$ cat src/rtl/seven_seg_scan_ctrl_if.sv
// Bus between the datapath and the seven-segment scan controller.
// Optional decimal-point lines exist only when SEG_SCAN_DP_EN is defined.
interface seven_seg_scan_ctrl_if #(
  parameter int NUM_DIGITS = 4
);
  localparam int IDX_W = $clog2(NUM_DIGITS);

  logic [4*NUM_DIGITS-1:0] values;
  logic                    load;
  logic [NUM_DIGITS-1:0]   digit_en;
  logic [NUM_DIGITS-1:0]   anode;
  logic [6:0]              segs;
  logic [IDX_W-1:0]        digit_idx;
  logic                    frame_done;
`ifdef SEG_SCAN_DP_EN
  logic [NUM_DIGITS-1:0]   dp;
  logic                    dp_n;

  modport master (
    output values, load, digit_en, dp,
    input  anode, segs, digit_idx, frame_done, dp_n
  );
  modport slave (
    input  values, load, digit_en, dp,
    output anode, segs, digit_idx, frame_done, dp_n
  );
`else
  modport master (
    output values, load, digit_en,
    input  anode, segs, digit_idx, frame_done
  );
  modport slave (
    input  values, load, digit_en,
    output anode, segs, digit_idx, frame_done
  );
`endif
endinterface

$ cat src/rtl/seven_seg_scan_ctrl.sv
// Time-multiplexed hex display scanner with frame-synchronous double buffering.
// Define SEG_SCAN_DP_EN to add per-digit decimal points (dp in, dp_n out).
module seven_seg_scan_ctrl #(
  parameter int NUM_DIGITS   = 4,
  parameter int REFRESH_DIV  = 100000,
  parameter int BLANK_CYCLES = 1000
) (
  input logic                  clk,
  input logic                  rst_n,
  seven_seg_scan_ctrl_if.slave bus
);
  localparam int CNT_W = $clog2(REFRESH_DIV);
  localparam int IDX_W = $clog2(NUM_DIGITS);
  localparam logic [CNT_W-1:0] CNT_LAST  = CNT_W'(REFRESH_DIV - 1);
  localparam logic [CNT_W-1:0] CNT_BLANK = CNT_W'(BLANK_CYCLES);
  localparam logic [IDX_W-1:0] IDX_LAST  = IDX_W'(NUM_DIGITS - 1);

  logic [CNT_W-1:0]        cnt_reg, cnt_next;
  logic [IDX_W-1:0]        idx_reg, idx_next;
  logic [4*NUM_DIGITS-1:0] pend_reg, pend_next;
  logic [4*NUM_DIGITS-1:0] disp_reg, disp_next;
  logic [NUM_DIGITS-1:0]   anode_reg, anode_next;
  logic [6:0]              segs_reg, segs_next;
  logic                    frame_done_reg;
  logic                    slot_end, boundary, show;
  logic [3:0]              cur_nibble;

  function automatic logic [6:0] hex_to_segs(input logic [3:0] n);
    case (n)
      4'h0: return 7'b1000000;
      4'h1: return 7'b1111001;
      4'h2: return 7'b0100100;
      4'h3: return 7'b0110000;
      4'h4: return 7'b0011001;
      4'h5: return 7'b0010010;
      4'h6: return 7'b0000010;
      4'h7: return 7'b1111000;
      4'h8: return 7'b0000000;
      4'h9: return 7'b0010000;
      4'hA: return 7'b0001000;
      4'hB: return 7'b0000011;
      4'hC: return 7'b1000110;
      4'hD: return 7'b0100001;
      4'hE: return 7'b0000110;
      default: return 7'b0001110;
    endcase
  endfunction

  assign slot_end   = (cnt_reg == CNT_LAST);
  assign boundary   = slot_end && (idx_reg == IDX_LAST);
  assign cur_nibble = disp_reg[{idx_reg, 2'b00} +: 4];
  // digit_en is deliberately used live so a digit can be blanked mid-frame.
  assign show       = (cnt_reg >= CNT_BLANK) && bus.digit_en[idx_reg];

  always_comb begin
    cnt_next  = slot_end ? '0 : cnt_reg + 1'b1;
    idx_next  = idx_reg;
    if (slot_end) begin
      idx_next = (idx_reg == IDX_LAST) ? '0 : idx_reg + 1'b1;
    end
    // A load on the boundary cycle lands in both buffers via pend_next.
    pend_next = bus.load ? bus.values : pend_reg;
    disp_next = boundary ? pend_next : disp_reg;
    segs_next = show ? hex_to_segs(cur_nibble) : 7'h7F;
  end

  for (genvar gi = 0; gi < NUM_DIGITS; gi++) begin : g_anode
    assign anode_next[gi] = ~(show && (idx_reg == IDX_W'(gi)));
  end

  always_ff @(posedge clk) begin
    if (!rst_n) begin
      cnt_reg        <= '0;
      idx_reg        <= '0;
      pend_reg       <= '0;
      disp_reg       <= '0;
      anode_reg      <= '1;
      segs_reg       <= 7'h7F;
      frame_done_reg <= 1'b0;
    end else begin
      cnt_reg        <= cnt_next;
      idx_reg        <= idx_next;
      pend_reg       <= pend_next;
      disp_reg       <= disp_next;
      anode_reg      <= anode_next;
      segs_reg       <= segs_next;
      frame_done_reg <= boundary;
    end
  end

  assign bus.anode      = anode_reg;
  assign bus.segs       = segs_reg;
  assign bus.digit_idx  = idx_reg;
  assign bus.frame_done = frame_done_reg;

`ifdef SEG_SCAN_DP_EN
  logic [NUM_DIGITS-1:0] pend_dp_reg, disp_dp_reg;
  logic                  dp_n_reg;

  always_ff @(posedge clk) begin
    if (!rst_n) begin
      pend_dp_reg <= '0;
      disp_dp_reg <= '0;
      dp_n_reg    <= 1'b1;
    end else begin
      if (bus.load) pend_dp_reg <= bus.dp;
      if (boundary) disp_dp_reg <= bus.load ? bus.dp : pend_dp_reg;
      dp_n_reg <= ~(show && disp_dp_reg[idx_reg]);
    end
  end

  assign bus.dp_n = dp_n_reg;
`endif
endmodule

$ cat src/flat_wrapper.sv
// flat-port wrapper written by rule: the top's interface ports become plain ports
module seven_seg_scan_ctrl_flat 
#(
  parameter int NUM_DIGITS   = 4,
  parameter int REFRESH_DIV  = 100000,
  parameter int BLANK_CYCLES = 1000
)
  (clk, rst_n, bus_values, bus_load, bus_digit_en, bus_anode, bus_segs, bus_digit_idx, bus_frame_done);
  seven_seg_scan_ctrl_if #(.NUM_DIGITS(NUM_DIGITS)) bus_i ();
  input logic clk;
  input logic rst_n;
  input wire logic [$bits(bus_i.values)-1:0] bus_values;
  input wire logic [$bits(bus_i.load)-1:0] bus_load;
  input wire logic [$bits(bus_i.digit_en)-1:0] bus_digit_en;
  output wire logic [$bits(bus_i.anode)-1:0] bus_anode;
  output wire logic [$bits(bus_i.segs)-1:0] bus_segs;
  output wire logic [$bits(bus_i.digit_idx)-1:0] bus_digit_idx;
  output wire logic [$bits(bus_i.frame_done)-1:0] bus_frame_done;
  assign bus_i.values = bus_values;
  assign bus_i.load = bus_load;
  assign bus_i.digit_en = bus_digit_en;
  assign bus_anode = bus_i.anode;
  assign bus_segs = bus_i.segs;
  assign bus_digit_idx = bus_i.digit_idx;
  assign bus_frame_done = bus_i.frame_done;
  seven_seg_scan_ctrl #(.NUM_DIGITS(NUM_DIGITS), .REFRESH_DIV(REFRESH_DIV), .BLANK_CYCLES(BLANK_CYCLES)) u_core (.clk(clk), .rst_n(rst_n), .bus(bus_i));
endmodule
$ cat config.mk
export PLATFORM = sky130hd
export DESIGN_NAME = seven_seg_scan_ctrl_flat
export DESIGN_NICKNAME = d
export VERILOG_FILES = /design/src/rtl/seven_seg_scan_ctrl_if.sv /design/src/rtl/seven_seg_scan_ctrl.sv /design/src/flat_wrapper.sv
export SDC_FILE = /design/constraint.sdc
export NUM_CORES = 1
export LEC_CHECK = 0
export ABC_CLOCK_PERIOD_IN_PS = 4850
export BUFFER_PORTS_ARGS = -buffer_cell sky130_fd_sc_hd__buf_4
export CORE_ASPECT_RATIO = 0.9
export CORE_MARGIN = 2
export CORE_UTILIZATION = 61
export CTS_BUF_LIST = sky130_fd_sc_hd__clkbuf_16
export CTS_CLUSTER_DIAMETER = 30
export DETAILED_ROUTE_END_ITERATION = 7
export PLACE_DENSITY_LB_ADDON = 0.15
export SLEW_MARGIN = 20
export SYNTH_ARGS = -nofsm -noshare
export SYNTH_HDL_FRONTEND = slang
export SYNTH_SLANG_ARGS = --single-unit
$ cat constraint.sdc
create_clock -name clk -period 4.85 [get_ports clk]
set_input_delay 0.485 -clock clk [delete_from_list [all_inputs] [get_ports clk]]
set_output_delay 0.485 -clock clk [all_outputs]
set_load 0.05 [all_outputs]
## Yosys cells after proc, flatten, opt, wreduce, memory -nomap -nowiden

Memories as Yosys holds them, arrays and structs flattened. A register that Yosys moved wholly into a read port is not among the register bits.
Cells that the tools add are included.

| operators by class | value |
|---|---|
| magnitude comparators | 2 |
| eq/ne operators | 4 |
| add/subtract/negate cells | 2 |
| reduce and logical (&&, ||, !) cells | 10 |
| bitwise gates (word level) | 5 |
| shift-type cells | 1 |
| muxes and demuxes | 4 |

Operator list:

| kind | count |
|---|---|
| $add 17x1->17 const B | 1 |
| $eq 17x17->1 const B | 1 |
| $ge 17x10->1 const B | 1 |
| $mux 16 | 1 |
| $shiftx 16x5->4 | 1 |
| $logic_and 1x1->1 | 6 |
| $not 1->1 | 5 |
| $eq 2x2->1 const B | 2 |
| $lt 2x3->1 const B | 1 |
| $add 2x1->2 const B | 1 |
| $bmux 1 s2 | 1 |
| $eq 2x1->1 const B | 1 |
| $logic_not 2->1 | 1 |
| $mux 2 | 1 |
| $reduce_and 2->1 | 1 |
| $reduce_or 2->1 | 1 |
| $logic_not 1->1 | 1 |
| $mux 1 | 1 |

| word-level totals | value |
|---|---|
| input bits | 23 |
| memories | 1 |
| bits in read-only memories | 112 |
| output and inout port bits | 14 |
| word-level logic and storage cells | 35 |
| flip-flop bits (word level) | 56 |

Memory list:

| memory | depth | bits a word | read ports | clocked after Yosys merged registers in | wr ports | line | source |
|---|---|---|---|---|---|---|---|
| (no name shown) | 16 | 7 | 1 | 1 | 0 | seven_seg_scan_ctrl.sv:29 | `case (n)` |

## Depth between registers and ports, before layout

Gate-level depths: netlist (run 1).

| logic depth | value |
|---|---|
| depth in word-level cells | 5 |
| depth in mapped cells | 7 |

## Worst setup path after synthesis (run 1)

No wires, ideal clock.

| timing | value |
|---|---|
| path kind | register to register |
| start | register u_core.idx_reg[0] (netlist: u_core.bus.digit_idx[0]) |
| end | register u_core.segs_reg[3] (netlist: u_core.bus.segs[3]) |
| arrival | 2.220 ns |
| period minus slack after synthesis | 2.358 ns |
| slack | 2.492 ns |
| cell stages (with the launch flop) | 7 |
| path through | dfxtp_1 -> buf_2 -> mux4_2 -> ha_1 -> or2_2 -> a21oi_1 -> o21ai_0 |

| between the ends | value |
|---|---|
| longest elaborated chain between the ends | 5 |
| elaborated cells between the ends (all ways) | 6 |
| classes of those cells | 1 x shift; 2 x mux; 3 x reduce/logical |

Ends and longest elaborated chain:

| item | line | source |
|---|---|---|
| start: declaration | seven_seg_scan_ctrl.sv:19 | `logic [IDX_W-1:0] idx_reg, idx_next;` |
| start signal: assignment | seven_seg_scan_ctrl.sv:82 | `idx_reg <= idx_next;` |
| $bmux 1 s2 | seven_seg_scan_ctrl.sv:53 | `assign show = (cnt_reg >= CNT_BLANK) && bus.digit_en[idx_reg];` |
| $mux 1 (implied by the code) | seven_seg_scan_ctrl.sv:53 |  |
| $logic_and 1x1->1 | seven_seg_scan_ctrl.sv:53 |  |
| $reduce_and 2->1 (no source line) | - |  |
| $logic_not 1->1 (no source line) | - |  |
| end: declaration | seven_seg_scan_ctrl.sv:23 | `logic [6:0] segs_reg, segs_next;` |

Parallel ways exist; a longest one is shown, timed or not. The select of a mux whose other input is x is not followed.
A chain may end at the register's enable or synchronous reset.

## Worst setup path after layout (run 1)

Same ends and word-level chain as after synthesis.

==> metrics.md, run 1 <==
| Metric | Value |
|---|---|
| Clock Latency Late Sink | 0.32 ns |
| Flop pwr share | 46.9% |
| Die Y | 69.50 microns |
| Clock tree from TritonCTS | built |
| Net Sw Frac | 21.54% |
| CTS resizes | 0 |
| Root buffer cell | clkbuf_16 |
| Drt first pass iters | 5 |
| Post-Syn Instances | approximately 300 |
| CTS hold repair buffers | 0 |
| Commonest non-fill, non-tap cell in the layout | dfxtp_1 |
| First-pass GRT wire length | slightly below 10 mm |
| Final hold vios | 0 |
| Final Cell Area | 3421 sq um |
| Ant. Diodes | 0 |
| Vias | 2175 |
| Final Util | 75.71% |
| H-tree depth | 3 |
| Fraction of registers with async set/reset | 0% |
| Layout net count | 359 |
| Unrepaired setup endpoints after global routing | false |
| Clock Power Share | 49.2% |
| I/O Pins | 37 |
| Yosys cell types | 38 |
| Tot Pwr | 1136 uW |
| Gr usage total | 22.72% |
| Residual DRC | 0 |
| Status | complete, no violations |
| Share of the synthesized area in the top cell type | 43.37% |
| Final min period | 2.165 ns |
| Leak | 0.001350 uW |
| Post-CTS setup buffer count | 0 |
| Slew HR | 51.80% |
| Share of cells above drive strength 1 | 19.76% |
| Synth warn | 0 |
| Final setup viols | 0 |
| Capture point of the worst reg-to-reg path | u_core.bus.segs[3] |
| Chip width | about 77 microns |
| Number of global-route vias before repair | between 2k and 2.5k |
| Max FFs per register | 17 |
| #FFs+latches synth | 63 |
| CP required | 5.02 ns |
| Vias per std cell | around 5.6 |
| Initial Util | 64.36% |
| Reg2Reg Depth | 5 |
| CTS Buf Count | 9 |
| Placed Cells | 375 |
| Core ar. | around 4500 sq um |
| Reg2reg setup slack | roughly 2.7 ns |
| Register area share after synthesis | ~43% |
| Fmax | roughly 0.46 GHz |
| Slew Viols, Final | 0 |
| Placement row count | 23 |
| Antenna viol nets, final | 0 |
| Reg2reg start | u_core.bus.digit_idx[0] |
| CP startpoint | u_core.bus.digit_idx[0] |
| Largest net degree at the start of global routing | 40 |
| Synthesized Nets | 333 |
| Die area | 5336 sq um |
| Clock tree buffer depth | 2 |
| Clock-pin transition on the worst setup and hold timing paths | 0.05 ns |
| Leading cell types in the layout, fill and taps excluded | dfxtp_1, buf_4, nand2_1, a21oi_1 |
| Measured slew at the worst slew-check pin | 0.7230 ns |
| Crit path launch type | register |
| CP Capture Type | register |
| Antenna violations before repair | 0 |
| Worst Hold Class | register to register |
| Pint | 891.1 uW |
| Top post-synthesis cells by area | dfxtp_1, mux2i_1, ha_1, mux4_2, a31o_1 |
| Post-synth EDFFs | 0 |
| Switching Power | roughly 240 uW |
| Final wirelength | 5.489 mm |
| Worst Setup Path Type | register to register |
| Crit share post-route | between 40% and 50% |
| Wirelength per Cell | 14.04 microns |
| Area delta synth->final | 17.64% |
| Worst vdd ir | ~0.00029 V |
| Crit path to | u_core.bus.segs[3] |
| Cell Area, Placed | 3153 sq um |
| Yosys top cell by area | dfxtp_1 |
| First DRT Iteration DRCs | 118 |
| Most used DFF post-synth | dfxtp_1 |
| Avg Cell Area, Syn | 9.758 sq um |
| TNS Setup | 0 ns |
| GP Congestion | slightly above 0.8 |
| Pwr dens | 332.0 nW/um^2 |
| CTS sink cnt | 63 |
| Crit path DAT | 2.33 ns |
| Logic pwr share | 3.9% |
| Detailed placement HPWL | 3.668 mm |
| Crit-path max FO | 11 |
| Total gr overflow | 0 |
| Non-Filler Instances | a little under 400 |
| Clk_skew | between 0.004 and 0.005 ns |
| Max_cap viols | 0 |
| Buffers added on ports | 36 |
| Area of the mapped netlist | 2908 sq um |
## worst min path at each step
stage | start | endpoint | slack, ns | depth (start not counted)
6_report | u_core.cnt_reg[0] | u_core.cnt_reg[0] | 0.48 | 1
5_1_grt | bus_values[5] | u_core.pend_reg[5] | 0.50 | 3
4_1_cts | bus_values[11] | u_core.pend_reg[11] | 0.48 | 3
3_5_place_dp | u_core.cnt_reg[0] | u_core.cnt_reg[0] | 0.47 | 1
3_3_place_gp | u_core.cnt_reg[0] | u_core.cnt_reg[0] | 0.45 | 1
2_1_floorplan | u_core.cnt_reg[0] | u_core.cnt_reg[0] | 0.44 | 1
## metrics by stage
stage | hold WS, ns | setup slack (ns)
after floorplan | 0.4375 | 2.492
after global placement | 0.4499 | 2.747
after detailed placement | 0.4730 | 2.688
after CTS | 0.4816 | 2.685
after global routing | 0.5000 | 2.512
final | 0.4791 | 2.685
## power by group through the flow
stage / Sequential [uW] / Clock, uW / Combinational, uW
6_report: 533 / 558 / 44.7
5_1_grt: 533 / 594 / 50.4
4_1_cts: 533 / 566 / 45.2
3_5_place_dp: 543 / 0 / 45.1
3_3_place_gp: 543 / 0 / 44.2
2_1_floorplan: 542 / 0 / 27.9
## metal layers
layer	track usage, %	share of wire (%)	vias to the layer above
li1	-	-	1104
met1	29.65	48	1006
met2	35.58	46	59
met3	7.161	4.8	6
met4	8.081	0.69	0
met5	0	0	-
## synth_stat cells, types with 2 or more instances
cell,number
inv_1,7
o21ai_0,8
or3_1,5
nor3b_1,2
buf_6,3
clkbuf_1,15
dfxtp_1,63
buf_2,4
a31o_1,14
and2_1,3
a21oi_1,23
nand2_1,28
ha_1,12
nor4_1,2
and3_1,4
nor2_1,12
mux4_2,6
and4_1,2
o21a_1,2
nor2b_1,18
a31o_2,2
nand3_1,9
mux2i_1,18
nand4_1,7
o211ai_1,4
xor2_1,13
## worst max-delay path: stages (launching register included)
cell	delay [ns]
dfxtp_1	0.61
mux4_2	0.63
ha_1	0.26
or2_2	0.31
a21oi_1	0.13
o21ai_0	0.08
## logic make-up after synthesis
group	share of synthesized area, %
flops	43.37
compound gates	12.56
xor+xnor	4.217
buf+inv	4.690
mux	11.23
fa+ha+maj	5.163
simple gates	18.76
## cell type report
cell class                      count  area, sq um
Clock buffer                        9        225.2
Multi-Input combinational cell    206         1513
Clock inverter                      7        40.04
Fill cell                         331         1097
Inverter                            7        26.28
Sequential cell                    63         1261
Timing Repair Buffer               37        277.8
Tap cell                           62        77.57
Note: power is estimated with default switching activity, not from simulation.
==> run 2: changes to the inputs <==
ABC_AREA = 1   (was not set)
ABC_CLOCK_PERIOD_IN_PS = 2200   (was 4850)
CORE_UTILIZATION = 58   (was 61)
clock period = 2.2 ns   (was 4.85 ns; I/O delays follow)
==> run 2 against run 1 <==
Against the previous run: core utilization decreased by 4.3 points; wire length increased by 23%; worst setup slack got worse by 2.3 ns; highest routed layer unchanged; critical path depth increased by 4.
==> metrics.md, run 2 <==
| Metric | Value |
|---|---|
| Status | complete, no violations |
| Clock tree buffer depth | 2 (unchanged) |
| Unrepaired setup endpoints after global routing | false |
| Final hold vios | 0 (unchanged) |
| Fraction of registers with async set/reset | 0% (unchanged) |
| Antenna viol nets, final | 0 (unchanged) |
| Net Sw Frac | 20.60% (-0.94 points) |
| GP Congestion | 0.9082 (+10%) |
| Synth cell count leaders | nand2_1, inv_1, dfxtp_1 |
| Register area share after synthesis | 40.66% (-2.7 points) |
| Area delta synth->final | 19.56% |
| Switching Power | 567.7 uW (+130%) |
| Die Y | 73.38 microns (+5.6%) |
| Pwr dens | 743.1 nW/um^2 (+120%) |
| Max_cap viols | 0 (unchanged) |
| Pint | 2188 uW (+150%) |
| CTS Buf Count | 9 (unchanged) |
| Flop pwr share | 42.7% (-4.2 points) |
| Crit-path max FO | 9 (-2) |
| Clock-pin transition on the worst setup and hold timing paths | 0.05 ns (about the same) |
| Delay-heaviest family, CP | simple AND/OR/NAND/NOR gates |
| Die area | 5950 sq um (+12%) |
| Reg2Reg Depth | 9 (+4) |
| Count leader, synth | nand2_1 |
| CTS resizes | 0 (unchanged) |
| Vias | 2854 (+31%) |
| Synthesized Nets | 488 (+47%) |
| Antenna violations before repair | 0 (unchanged) |
| Detailed placement HPWL | 4.744 mm (+29%) |
| Ant. Diodes | 0 (unchanged) |
| Worst Hold Class | input port to register |
| Layout net count | 523 (+46%) |
| Number of global-route vias before repair | 2680 (+29%) |
| Worst Setup Path Type | register to register |
| Area of the mapped netlist | 3102 sq um (+6.7%) |
| Crit-path cells | inv_1 -> nand3_1 -> nand2_1 -> inv_1 -> ha_1 -> inv_1 -> nand2_1 -> nand3_1 -> nand3_1 |
| #FFs+latches synth | 63 (unchanged) |
| Yosys top cell by area | dfxtp_1 |
| Clock Latency Late Sink | 0.33 ns (about the same) |
| Hold path depth | 5 (+4) |
| Clock Power Share | 53.1% (+3.9 points) |
| Drt first pass iters | 4 (-1) |
| Placement row count | 25 (+8.7%) |
| Slew Viols, Final | 0 (unchanged) |
| Vias per std cell | 5.096 (-8.4%) |
| I/O Pins | 37 (unchanged) |
| Wirelength per Cell | 12.02 microns (-14%) |
| CP bufs+invs | 3 (+3) |
| Post-CTS setup buffer count | 0 (unchanged) |
| Clock tree from TritonCTS | built |
| Chip width | 81.09 microns (+5.6%) |
| Leading cell types in the layout, fill and taps excluded | nand2_1, inv_1, dfxtp_1, nor2_1, nand3_1 |
| Largest net degree at the start of global routing | 33 (-18%) |
| Reg2reg start | u_core.bus.digit_idx[1] |
| First-pass GRT wire length | 11.71 mm (+22%) |
| Slowest cell on the critical path | dfxtp_1 |
| Final setup viols | 0 (unchanged) |
| Total gr overflow | 0 (unchanged) |
| Core ar. | 5192 sq um (+15%) |
| Buffers added on ports | 36 (unchanged) |
| Final wirelength | 6.731 mm (+23%) |
| Share of the synthesized area in the top cell type | 40.66% (-2.7 points) |
| Final min period | 1.849 ns (-0.3158 ns) |
| CTS hold repair buffers | 0 (unchanged) |
| CP Capture Type | register |
| Residual DRC | 0 (unchanged) |
| Synth warn | 0 (unchanged) |
| Worst vdd ir | 0.0005179 V (+80%) |
| Final Util | 71.42% (-4.3 points) |
| Most used DFF post-synth | dfxtp_1 |
| Logic pwr share | 4.2% (+0.3 points) |
| Max stage delay on crit path | 0.52 ns (-0.11 ns) |
| Crit path DAT | 2.12 ns (-0.21 ns) |
| Post-Syn Instances | 453 (+52%) |
| Measured slew at the worst slew-check pin | 0.5383 ns (-0.1847 ns) |
| Leak | 0.001700 uW (+26%) |
| CTS sink cnt | 63 (unchanged) |
| Capture point of the worst reg-to-reg path | u_core.bus.segs[3] |
| Crit share post-route | 84.06% (+39 points) |
| Top post-synthesis cells by area | dfxtp_1, nand2_1, nand3_1, inv_1, nor2_1 |
| H-tree depth | 3 (unchanged) |
| First DRT Iteration DRCs | 213 (+81%) |
| Crit path launch type | register |
| Root buffer cell | clkbuf_16 |
| Commonest non-fill, non-tap cell in the layout | nand2_1 |
| Avg Cell Area, Syn | 6.847 sq um (-30%) |
| CP required | 2.47 ns (-2.55 ns) |
| Gr usage total | 25.38% (+2.7 points) |
| Endpoint, Worst Hold | u_core.pend_reg[1] |
| Max FFs per register | 17 (unchanged) |
| Share of cells above drive strength 1 | 12.58% (-7.2 points) |
| Post-synth EDFFs | 0 (unchanged) |
| Clk_skew | 0.004178 ns (-0.0005238 ns) |
| TNS Setup | 0 ns (unchanged) |
| Yosys cell types | 23 (-39%) |
| Slew HR | 64.01% (+12 points) |
| Min-Delay Startpoint | bus_values[1] |
| Reg2reg setup slack | 0.35 ns (-2.33 ns) |
| Initial Util | 59.73% (-4.6 points) |
| Fmax | 0.5408 GHz (+17%) |
run 2: cell families (layout without fill, tap and decap cells):
kind of cell             count (synthesis)  count (layout)  share of synthesized area [%]
AO/OA/AOI/OAI                           29              29                          4.679
buffers and inverters                   85             125                          11.01
AND/OR/NAND/NOR                        256             256                          36.55
XOR/XNOR                                 8               8                          2.259
flip-flops                              63              63                          40.66
adder cells (fa/ha/maj)                 12              12                          4.841
run 2: final cells by class:
type	instances	area [sq um]
multi-input cells	305	1499
fillers	457	1484
well taps	67	83.83
clock buffers	9	225.2
inverters	69	259.0
flip-flops and latches	63	1261
clock inverters	7	80.08
repair buffers	40	300.3
run 2: power groups by stage:
stage,combinational (uW),sequential [uW],clock (uW)
2_1_floorplan,71.0,1200,0
3_3_place_gp,112,1200,0
3_5_place_dp,115,1200,0
4_1_cts,116,1180,1470
5_1_grt,134,1180,1530
6_report,115,1180,1460
run 2: worst max-delay path by stage:
stage / from / slack [ns] / cells past startpoint / endpoint
2_1_floorplan: u_core.bus.digit_idx[0] / 0.24 / 11 / u_core.bus.segs[5]
3_5_place_dp: u_core.bus.digit_idx[1] / 0.39 / 7 / u_core.bus.segs[3]
6_report: u_core.bus.digit_idx[1] / 0.35 / 9 / u_core.bus.segs[3]
5_1_grt: u_core.bus.digit_idx[1] / 0.11 / 9 / u_core.bus.segs[6]
4_1_cts: u_core.bus.digit_idx[1] / 0.35 / 9 / u_core.bus.segs[3]
3_3_place_gp: u_core.bus.digit_idx[1] / 0.42 / 7 / u_core.bus.segs[3]
run 2: worst reg2reg max path, cell delays in order (launching register included):
cell and delay [ns]:
dfxtp_1 0.52, inv_1 0.23, nand3_1 0.15, nand2_1 0.17, inv_1 0.15, ha_1 0.25, inv_1 0.09, nand2_1 0.07
nand3_1 0.07, nand3_1 0.09
run 2: through the flow:
stage	cell area, sq um	hold WS, ns	cells	total power, uW	setup slack [ns]
2_1_floorplan	3102	0.3908	453	1267	0.2380
3_3_place_gp	3403	0.4463	544	1310	0.4205
3_5_place_dp	3403	0.4553	544	1314	0.3864
4_1_cts	3709	0.2500	560	2760	0.3538
5_1_grt	3709	0.2882	560	2838	0.1080
6_report	3709	0.2432	560	2756	0.3507
run 2: metal layers:
metal  vias up  GRT usage (%)  wire [microns]
li1       1487              -               -
met1      1274          31.95            3075
met2        80          42.33            3173
met3        13          7.371             380
met4         0          7.345             102
met5         -              0               0
